==> config.mk <==
export PLATFORM = sky130hd
export DESIGN_NAME = signal_debouncer
export DESIGN_NICKNAME = d
export VERILOG_FILES = /design/src/rtl/signal_debouncer_pkg.sv /design/src/rtl/signal_debouncer_sync.sv /design/src/rtl/signal_debouncer.sv
export SDC_FILE = /design/constraint.sdc
export NUM_CORES = 1
export LEC_CHECK = 0
export ABC_AREA = 1
export CORE_AREA = 2 2 39 41
export DETAILED_ROUTE_END_ITERATION = 8
export DIE_AREA = 0 0 41 43
export DONT_BUFFER_PORTS = 1
export PLACE_DENSITY = 0.5
export SLEW_MARGIN = 10
export SYNTH_ARGS = -nofsm -noshare
export SYNTH_HDL_FRONTEND = slang
export SYNTH_SLANG_ARGS = --single-unit
==> constraint.sdc <==
create_clock -name clk -period 1.4 [get_ports clk]
set_clock_uncertainty 0.15 [all_clocks]
set_input_delay 0.28 -clock clk [delete_from_list [all_inputs] [get_ports clk]]
set_output_delay 0.28 -clock clk [all_outputs]
set_load 0.05 [all_outputs]
==> src/rtl/signal_debouncer_pkg.sv <==
// Shared types and parameter checks for the signal debouncer.
package signal_debouncer_pkg;

  // Debounce FSM states. The LSB marks "input side is high", the codes are
  // Gray-ordered around the loop LOW -> WAIT_HIGH -> HIGH -> WAIT_LOW.
  typedef enum logic [1:0] {
    S_LOW     = 2'b00,
    WAIT_HIGH = 2'b01,
    S_HIGH    = 2'b11,
    WAIT_LOW  = 2'b10
  } db_state_e;

  // Legal parameter range. A single-flop synchronizer or a one-sample
  // qualification window would defeat the purpose of the block.
  function automatic bit db_params_ok(input int sync_stages, input int db_cycles);
    return (sync_stages >= 2) && (db_cycles >= 2);
  endfunction

endpackage

==> src/rtl/signal_debouncer_sync.sv <==
// Generic N-flop synchronizer with synchronous reset to 0.
module sync_chain #(
  parameter int STAGES = 2
) (
  input  logic clk,
  input  logic rst,
  input  logic d,
  output logic q
);

  logic [STAGES-1:0] sync_q;
  logic [STAGES-1:0] sync_d;

  // Shift the raw input one stage further every clock.
  always_comb begin
    sync_d = {sync_q[STAGES-2:0], d};
  end

  // Chain registers; reset clears every stage.
  always_ff @(posedge clk) begin
    if (rst) sync_q <= '0;
    else     sync_q <= sync_d;
  end

  assign q = sync_q[STAGES-1];

endmodule

==> src/rtl/signal_debouncer.sv <==
// Debouncer: synchronizer followed by a 4-state qualification FSM.
// A level change is accepted only after DB_CYCLES consecutive sampled
// values of the new level; any reversal drops back to the stable state.
module signal_debouncer
  import signal_debouncer_pkg::*;
#(
  parameter int SYNC_STAGES = 2,
  parameter int DB_CYCLES   = 4
) (
  input  logic clk,
  input  logic rst,
  input  logic raw_in,
  input  logic sample_en,
  output logic db_level,
  output logic busy
);

  localparam int CNT_W = $clog2(DB_CYCLES) + 1;
  localparam logic [CNT_W-1:0] CNT_LAST = CNT_W'(DB_CYCLES - 1);

  if (!db_params_ok(SYNC_STAGES, DB_CYCLES)) begin : g_bad_params
    $error("signal_debouncer: SYNC_STAGES and DB_CYCLES must both be >= 2");
  end

  logic s_in;

  sync_chain #(.STAGES(SYNC_STAGES)) u_sync (
    .clk (clk),
    .rst (rst),
    .d   (raw_in),
    .q   (s_in)
  );

  db_state_e        state_q, state_d;
  logic [CNT_W-1:0] cnt_q, cnt_d;
  logic             db_level_q, db_level_d;
  logic             busy_q, busy_d;

  // State, counter and registered outputs; reset overrides everything.
  always_ff @(posedge clk) begin
    if (rst) begin
      state_q    <= S_LOW;
      cnt_q      <= '0;
      db_level_q <= 1'b0;
      busy_q     <= 1'b0;
    end else begin
      state_q    <= state_d;
      cnt_q      <= cnt_d;
      db_level_q <= db_level_d;
      busy_q     <= busy_d;
    end
  end

  // Next state: advance only on sampled clocks, otherwise hold.
  always_comb begin
    state_d = state_q;
    if (sample_en) begin
      case (state_q)
        S_LOW:     state_d = s_in ? WAIT_HIGH : S_LOW;
        WAIT_HIGH: if (!s_in)                 state_d = S_LOW;
                   else if (cnt_q == CNT_LAST) state_d = S_HIGH;
        S_HIGH:    state_d = s_in ? S_HIGH : WAIT_LOW;
        WAIT_LOW:  if (s_in)                  state_d = S_HIGH;
                   else if (cnt_q == CNT_LAST) state_d = S_LOW;
        default:   state_d = S_LOW;
      endcase
    end
  end

  // Counter and output updates; the first new-level sample already counts as 1.
  always_comb begin
    cnt_d      = cnt_q;
    db_level_d = db_level_q;
    if (sample_en) begin
      case (state_q)
        S_LOW:  cnt_d = s_in ? CNT_W'(1) : '0;
        WAIT_HIGH: begin
          if (!s_in) begin
            cnt_d = '0;
          end else if (cnt_q == CNT_LAST) begin
            cnt_d      = '0;
            db_level_d = 1'b1;
          end else begin
            cnt_d = cnt_q + 1'b1;
          end
        end
        S_HIGH: cnt_d = s_in ? '0 : CNT_W'(1);
        WAIT_LOW: begin
          if (s_in) begin
            cnt_d = '0;
          end else if (cnt_q == CNT_LAST) begin
            cnt_d      = '0;
            db_level_d = 1'b0;
          end else begin
            cnt_d = cnt_q + 1'b1;
          end
        end
        default: begin
          cnt_d      = '0;
          db_level_d = 1'b0;
        end
      endcase
    end
    busy_d = (state_d == WAIT_HIGH) || (state_d == WAIT_LOW);
  end

  assign db_level = db_level_q;
  assign busy     = busy_q;

endmodule

==> results.py, run 1 <==
metrics = {
    "worst_setup_path": {
        "cp.arrival_ns": 0.88,
        "critPathLaunchType": "flip-flop",
        "worstSetupEndpointType": "primary output",
        "timing.reg2reg.worst_path_depth": 8,
        "worstPathMaxFanout": 1,
        "critical_path_cell_count": 0,
        "critPathKind": "reg2out",
        "worst-endpoint-required_ns": 0.97,
    },
    "die": {
        "start_util_pct": 30.0,
        "die_height_microns": 43,
        "placementRows": 14,
        "die-width_microns": 41,
        "floorplan.io_pins": 6,
        "die_area_sq_mm": 0.00176,
        "core_area_sq_mm": 0.00138,
    },
    "clock_network": {
        "clkLatencyLatePin_ns": 0.26,
        "path_clk_slew_ns": 0.06,
        "clock_sink_count": 9,
        "tritoncts_clock_tree": "built",
        "cts.root.buffer_cell": "sky130_fd_sc_hd__clkbuf_4",
        "cts.htree.levels": 1,
        "clk_path_buf_depth": 2,
        "cts_made_buffers": 3,
    },
    "sta": {
        "timing.setup.tns_ns": 0,
        "worst-slew-pin-transition_ns": 0.486,
        "report.final.setup_viol": 0,
        "final-max-slew-violation-count": 0,
        "layout_worst_path_cycle_share_pct": 93.4,
        "clock.fmax_ghz": 0.765,
        "fin_crit_ns": 1.31,
        "slew_headroom_pct": 67.6,
        "finalHoldViolCount": 0,
        "grt_setup_unrepaired": "no",
    },
    "global_route": {
        "largest_net_degree_at_the_start_of_global_routing": 7,
        "grt-ovfl-total": 0,
        "vias_in_the_first_global_route": 341,
        "grt_first_pass_wirelength_mm": 1.24,
        "grt_antenna_before_repair": 0,
        "global_route_usage_over_all_layers_pct": 10.5,
    },
    "cells_and_area": {
        "post_route_cells_drive_above_1_share_pct": 20.0,
        "diodes": 0,
        "area_growth_pct": 26.2,
        "mostFrequentLayoutCell": "sky130_fd_sc_hd__nand2_1",
        "layout.cells.non_filler": 86,
        "stdcell_area_sq_um": 524,
        "mostFrequentLayoutCells": "sky130_fd_sc_hd__nand2_1 (14), sky130_fd_sc_hd__inv_1 (9), sky130_fd_sc_hd__nor2_1 (9)",
        "layout.nets": 76,
    },
    "drt": {
        "drt-initial-drc-count": 1,
        "drt_drc_violations_left": 0,
        "top_signal_layer_used": "met4",
        "final_antenna_net_count": 0,
        "route.vias.total": 390,
        "routed-wl-met2_microns": 319,
        "finalWirelength_microns": 724,
        "route.met3.wl_microns": 24,
        "route.detailed.wl_per_inst_microns": 8.42,
        "post_drt_via_cell_ratio": 4.53,
        "wl_met1_microns": 358,
        "detailedRoute.firstPassIterationCount": 2,
    },
    "power_and_ir_drop": {
        "comb_power_share_pct": 7.4,
        "p_seq_share_pct": 53.8,
        "clockPowerShare_pct": 38.8,
        "switchingPower_mw": 0.126,
        "switching_share_pct": 24.2,
        "internal_power_mw": 0.394,
        "vdd.ir_drop.worst_mv": 0.541,
        "power.leakage_nw": 0.231,
        "pwr_density_cell_mw_per_mm2": 992,
    },
    "synthesis": {
        "synth-seq-cells": 9,
        "yosys.area_share.xor_xnor_pct": 0,
        "syn-mean-instance-area_sq_um": 6.81,
        "yosysWarningCount": 0,
        "ys_types": 13,
        "synth-simple-area-share_pct": 28.6,
        "synth.cell_area_sq_um": 415,
        "synth_top_family_by_area": "simple AND/OR/NAND/NOR gates",
        "synth_fa_ha_area_share_pct": 3.01,
        "synth_sequential_area_ratio_pct": 43.4,
        "netlist_instances": 61,
        "synth-compound-area-share_pct": 15.1,
        "synth.area.mux_share_pct": 0,
        "syn_nets": 66,
    },
    "place": {
        "io_buffer_count": 0,
        "place_inst": 78,
        "detailedPlacementHpwl_microns": 539,
        "placement.cell_area_sq_um": 443,
        "routabilityCongestion": 0.821,
    },
    "flow_run": {
        "max_cap_violations": 0,
    },
    "hold_path": {
        "whs_path_depth": 2,
        "hold_class": "in2reg",
    },
    "run_status": {
        "run_status": "finished, final reports clean",
    },
}
==> final timing paths <==
check / from / end / slack, ns
worst max-delay path: busy / busy / 0.09
worst min-delay path: sample_en / cnt_q[1] / 0.03
worst max register to register: state_q[1] / busy / 0.16
worst min register to register: u_sync.sync_q[0] / u_sync.sync_q[1] / 0.26
==> cell usage after synthesis <==
| cell type | instances | area [sq um] |
|---|---|---|
| sky130_fd_sc_hd__nand2_1 | 14 | 52.6 |
| sky130_fd_sc_hd__inv_1 | 10 | 37.5 |
| sky130_fd_sc_hd__dfxtp_1 | 9 | 180 |
| sky130_fd_sc_hd__nor2_1 | 9 | 33.8 |
| sky130_fd_sc_hd__a21oi_1 | 6 | 30.0 |
| sky130_fd_sc_hd__o21ai_0 | 5 | 25.0 |
| sky130_fd_sc_hd__nand3_1 | 2 | 10.0 |
| sky130_fd_sc_hd__ha_1 | 1 | 12.5 |
| sky130_fd_sc_hd__inv_2 | 1 | 3.75 |
| sky130_fd_sc_hd__nor2_2 | 1 | 6.26 |
| sky130_fd_sc_hd__nor2_4 | 1 | 11.3 |
| sky130_fd_sc_hd__nor3_1 | 1 | 5.00 |
| sky130_fd_sc_hd__o211ai_1 | 1 | 7.51 |
==> routing by layer <==
layer,vias up,track usage (%)
met2,5,13.4
met1,175,14.0
met5,-,0
li1,208,-
met4,0,10.0
met3,2,1.57
==> through the flow <==
| step | power [mW] | utilization, % | hold slack [ns] | setup WS [ns] |
|---|---|---|---|---|
| after floorplan | 0.306 | - | 0.199 | 0.203 |
| after global placement | 0.312 | 32.0 | 0.203 | 0.0798 |
| after detailed placement | 0.311 | 32.0 | 0.203 | 0.0811 |
| after CTS | 0.518 | 35.4 | 0.0227 | 0.0662 |
| after global routing | 0.544 | 37.9 | 0.0261 | 0.0153 |
| final | 0.520 | 37.9 | 0.0270 | 0.0921 |
==> layout make-up <==
class	instances	area (sq um)
Timing Repair Buffer	5	42.5
Sequential cell	9	183
Inverter	11	41.3
Fill cell	152	860
Tap cell	16	20.0
Multi-Input combinational cell	41	211
Clock buffer	4	26.3
==> logic make-up after synthesis <==
family,after synthesis
buffers and inverters,11
adders and majority gates,1
AOI/OAI and AO/OA,12
DFF,9
and+or+nand+nor,28
==> power groups by stage <==
stage	registers (mW)	logic, mW	clock network (mW)
floorplan	0.282	0.0245	0
global placement	0.283	0.0287	0
detailed placement	0.283	0.0285	0
CTS	0.277	0.0354	0.206
global route	0.281	0.0454	0.218
finish	0.280	0.0386	0.202
==> flip-flops by register name, indices dropped and copies added, names as in the netlist <==
name,flops
u_sync.sync_q,2
busy,1
state_q,2
db_level,1
cnt_q,3
==> timing repair <==
action,in CTS,in global routing
buffers inserted,0,2
hold buffers,2,0
endpoints found under the setup margin,0,1
endpoints found under the hold margin,6,0
resized for setup,0,6
Power figures use the tool's default switching activity.
==> run 2: changes to the inputs <==
- PLACE_DENSITY: 0.5 -> 0.51
- clock period: 1.4 -> 1.2 ns (I/O delays scaled with it)
==> results.py, run 2 (synthesis results as in run 1) <==
metrics = {
    "run_status": {
        "run_status": "complete, but fails checks",
        "violations_in_the_final_reports": "negative setup slack",
    },
    "die": {
        "die-width_microns": 41,
        "die_area_sq_mm": 0.00176,
        "core_area_sq_mm": 0.00138,
        "floorplan.io_pins": 6,
        "start_util_pct": 30.0,
        "placementRows": 14,
        "die_height_microns": 43,
    },
    "sta": {
        "layout_worst_path_cycle_share_pct": 103,
        "timing.setup.tns_ns": -0.0912,
        "clock.fmax_ghz": 0.805,
        "worst-slew-pin-transition_ns": 0.267,
        "final_critical_path_setup_slack_ns": -0.0417,
        "fin_crit_ns": 1.24,
        "grt_setup_unrepaired": "yes",
        "slew_headroom_pct": 82.1,
        "final-max-slew-violation-count": 0,
        "finalHoldViolCount": 0,
        "report.final.setup_viol": 3,
    },
    "worst_setup_path": {
        "critical_path.cell_chain": "ha_4, nand2_2, nor2_2, nand2_1, nand2_1, nand2_1, nand2_1, nor2_1",
        "critPathMaxStageDelay_ns": 0.35,
        "worst-r2r-setup-slack_ns": -0.04,
        "r2r-start": "cnt_q[0]",
        "critical_path.top_delay_family": "simple AND/OR/NAND/NOR gates",
        "worstPathMaxFanout": 3,
        "worst-endpoint-required_ns": 1.21,
        "worstSetupEndpointType": "flip-flop",
        "critPathKind": "reg2reg",
        "reg2reg_to": "busy",
        "critical_path.most_common_cell": "sky130_fd_sc_hd__nand2_1",
        "critical_path_cell_count": 8,
        "timing.reg2reg.worst_path_depth": 8,
        "critPathLaunchType": "flip-flop",
        "worst-path-buf-inv": 0,
        "timing.critical_path.slowest_stage_cell": "sky130_fd_sc_hd__dfxtp_2",
        "cp.arrival_ns": 1.25,
    },
    "cells_and_area": {
        "area_growth_pct": 41.3,
        "largest_register_ff_count": 3,
        "stdcell_area_sq_um": 587,
        "mostFrequentLayoutCell": "sky130_fd_sc_hd__nand2_1",
        "mostFrequentLayoutCells": "sky130_fd_sc_hd__nand2_1 (12), sky130_fd_sc_hd__inv_1 (8), sky130_fd_sc_hd__nor2_1 (8)",
        "top_regs": "cnt_q (3), state_q (2), u_sync.sync_q (2)",
        "largest_register": "cnt_q",
        "diodes": 0,
        "layout.nets": 81,
        "post_route_cells_drive_above_1_share_pct": 36.0,
        "num-fill-cells": 158,
    },
    "hold_path": {
        "whs_path_depth": 3,
        "worst_hold_path.endpoint": "cnt_q[1]",
        "hold_class": "in2reg",
        "min_from": "sample_en",
    },
    "clock_network": {
        "clkLatencyLatePin_ns": 0.26,
        "clock_sink_count": 9,
        "cts.htree.levels": 1,
        "cts.root.buffer_cell": "sky130_fd_sc_hd__clkbuf_4",
        "cts_made_buffers": 3,
        "clk_path_buf_depth": 2,
        "path_clk_slew_ns": 0.06,
        "tritoncts_clock_tree": "built",
    },
    "place": {
        "routabilityCongestion": 0.725,
        "placement.cell_area_sq_um": 480,
        "detailedPlacementHpwl_microns": 591,
        "dp_worst_setup_slack_ns": -0.0762,
        "io_buffer_count": 0,
    },
    "global_route": {
        "vias_in_the_first_global_route": 355,
        "global_route_usage_over_all_layers_pct": 12.4,
        "grt-ovfl-total": 0,
        "largest_net_degree_at_the_start_of_global_routing": 7,
        "grt_antenna_before_repair": 0,
        "grt_first_pass_wirelength_mm": 1.39,
    },
    "drt": {
        "route.detailed.wl_per_inst_microns": 9.56,
        "final_antenna_net_count": 0,
        "route.vias.total": 405,
        "post_drt_via_cell_ratio": 4.45,
        "drt-initial-drc-count": 2,
        "finalWirelength_microns": 870,
        "detailedRoute.firstPassIterationCount": 4,
        "drt_drc_violations_left": 0,
    },
    "power_and_ir_drop": {
        "pwr_density_cell_mw_per_mm2": 1050,
        "vdd.ir_drop.worst_mv": 0.461,
        "power.leakage_nw": 0.258,
        "p_total_mw": 0.615,
    },
    "flow_run": {
        "max_cap_violations": 0,
    },
}
## run 2: cell types whose count changed in the layout (fill, tap and decap cells not counted), sizes merged
cell,previous run,this run
dlygate4sd3,2,3
buf,3,7
## run 2: where the power goes
group / total (mW) / switching, mW / internal, mW
clock network: 0.231 / 0.103 / 0.128
logic: 0.0642 / 0.0357 / 0.0285
registers: 0.320 / 0.00875 / 0.311
## run 2: what timing repair did
action / CTS / global route
buffers inserted: 0 / 1
endpoints found under the setup margin: 4 / 7
hold buffers: 3 / 0
resized for setup: 6 / 11
pin swaps: 3 / 4
hold endpoints to repair: 7 / 0
## run 2: metal layers
metal	vias up	part of all wire, %	GRT usage [%]
met2	7	48	15.6
met3	2	4.4	6.81
met4	0	0.92	9.33
li1	219	-	-
met1	177	47	15.1
met5	-	0	0
## run 2: layout make-up
cell class | instances | area [sq um] | area share, %
inverters | 11 | 41.3 | 7.04
multi-input cells | 41 | 226 | 38.6
well taps | 16 | 20.0 | 3.41
repair buffers | 10 | 86.3 | 14.7
clock buffers | 4 | 26.3 | 4.48
flip-flops and latches | 9 | 186 | 31.8
## run 2: how the worst max path moves through the flow
stage / start / to / slack, ns
floorplan: cnt_q[0] / busy / 0.003
global placement: cnt_q[0] / busy / -0.1
detailed placement: cnt_q[1] / busy / -0.08
CTS: cnt_q[1] / busy / -0.03
global route: cnt_q[0] / busy / -0.12
finish: cnt_q[0] / busy / -0.04
## run 2: worst min-delay path, stage by stage
cell and delay [ns]:
sky130_fd_sc_hd__nand2_1 0.03, sky130_fd_sc_hd__o211ai_1 0.07, sky130_fd_sc_hd__inv_1 0.04
## run 2: per-stage QoR
step           std cells  utilization, %  hold slack, ns
2_1_floorplan         61               -           0.159
3_3_place_gp          83            34.7           0.162
3_5_place_dp          83            34.7           0.162
4_1_cts               90            40.2         0.00284
5_1_grt               91            42.4         0.00446
6_report              91            42.4         0.00695
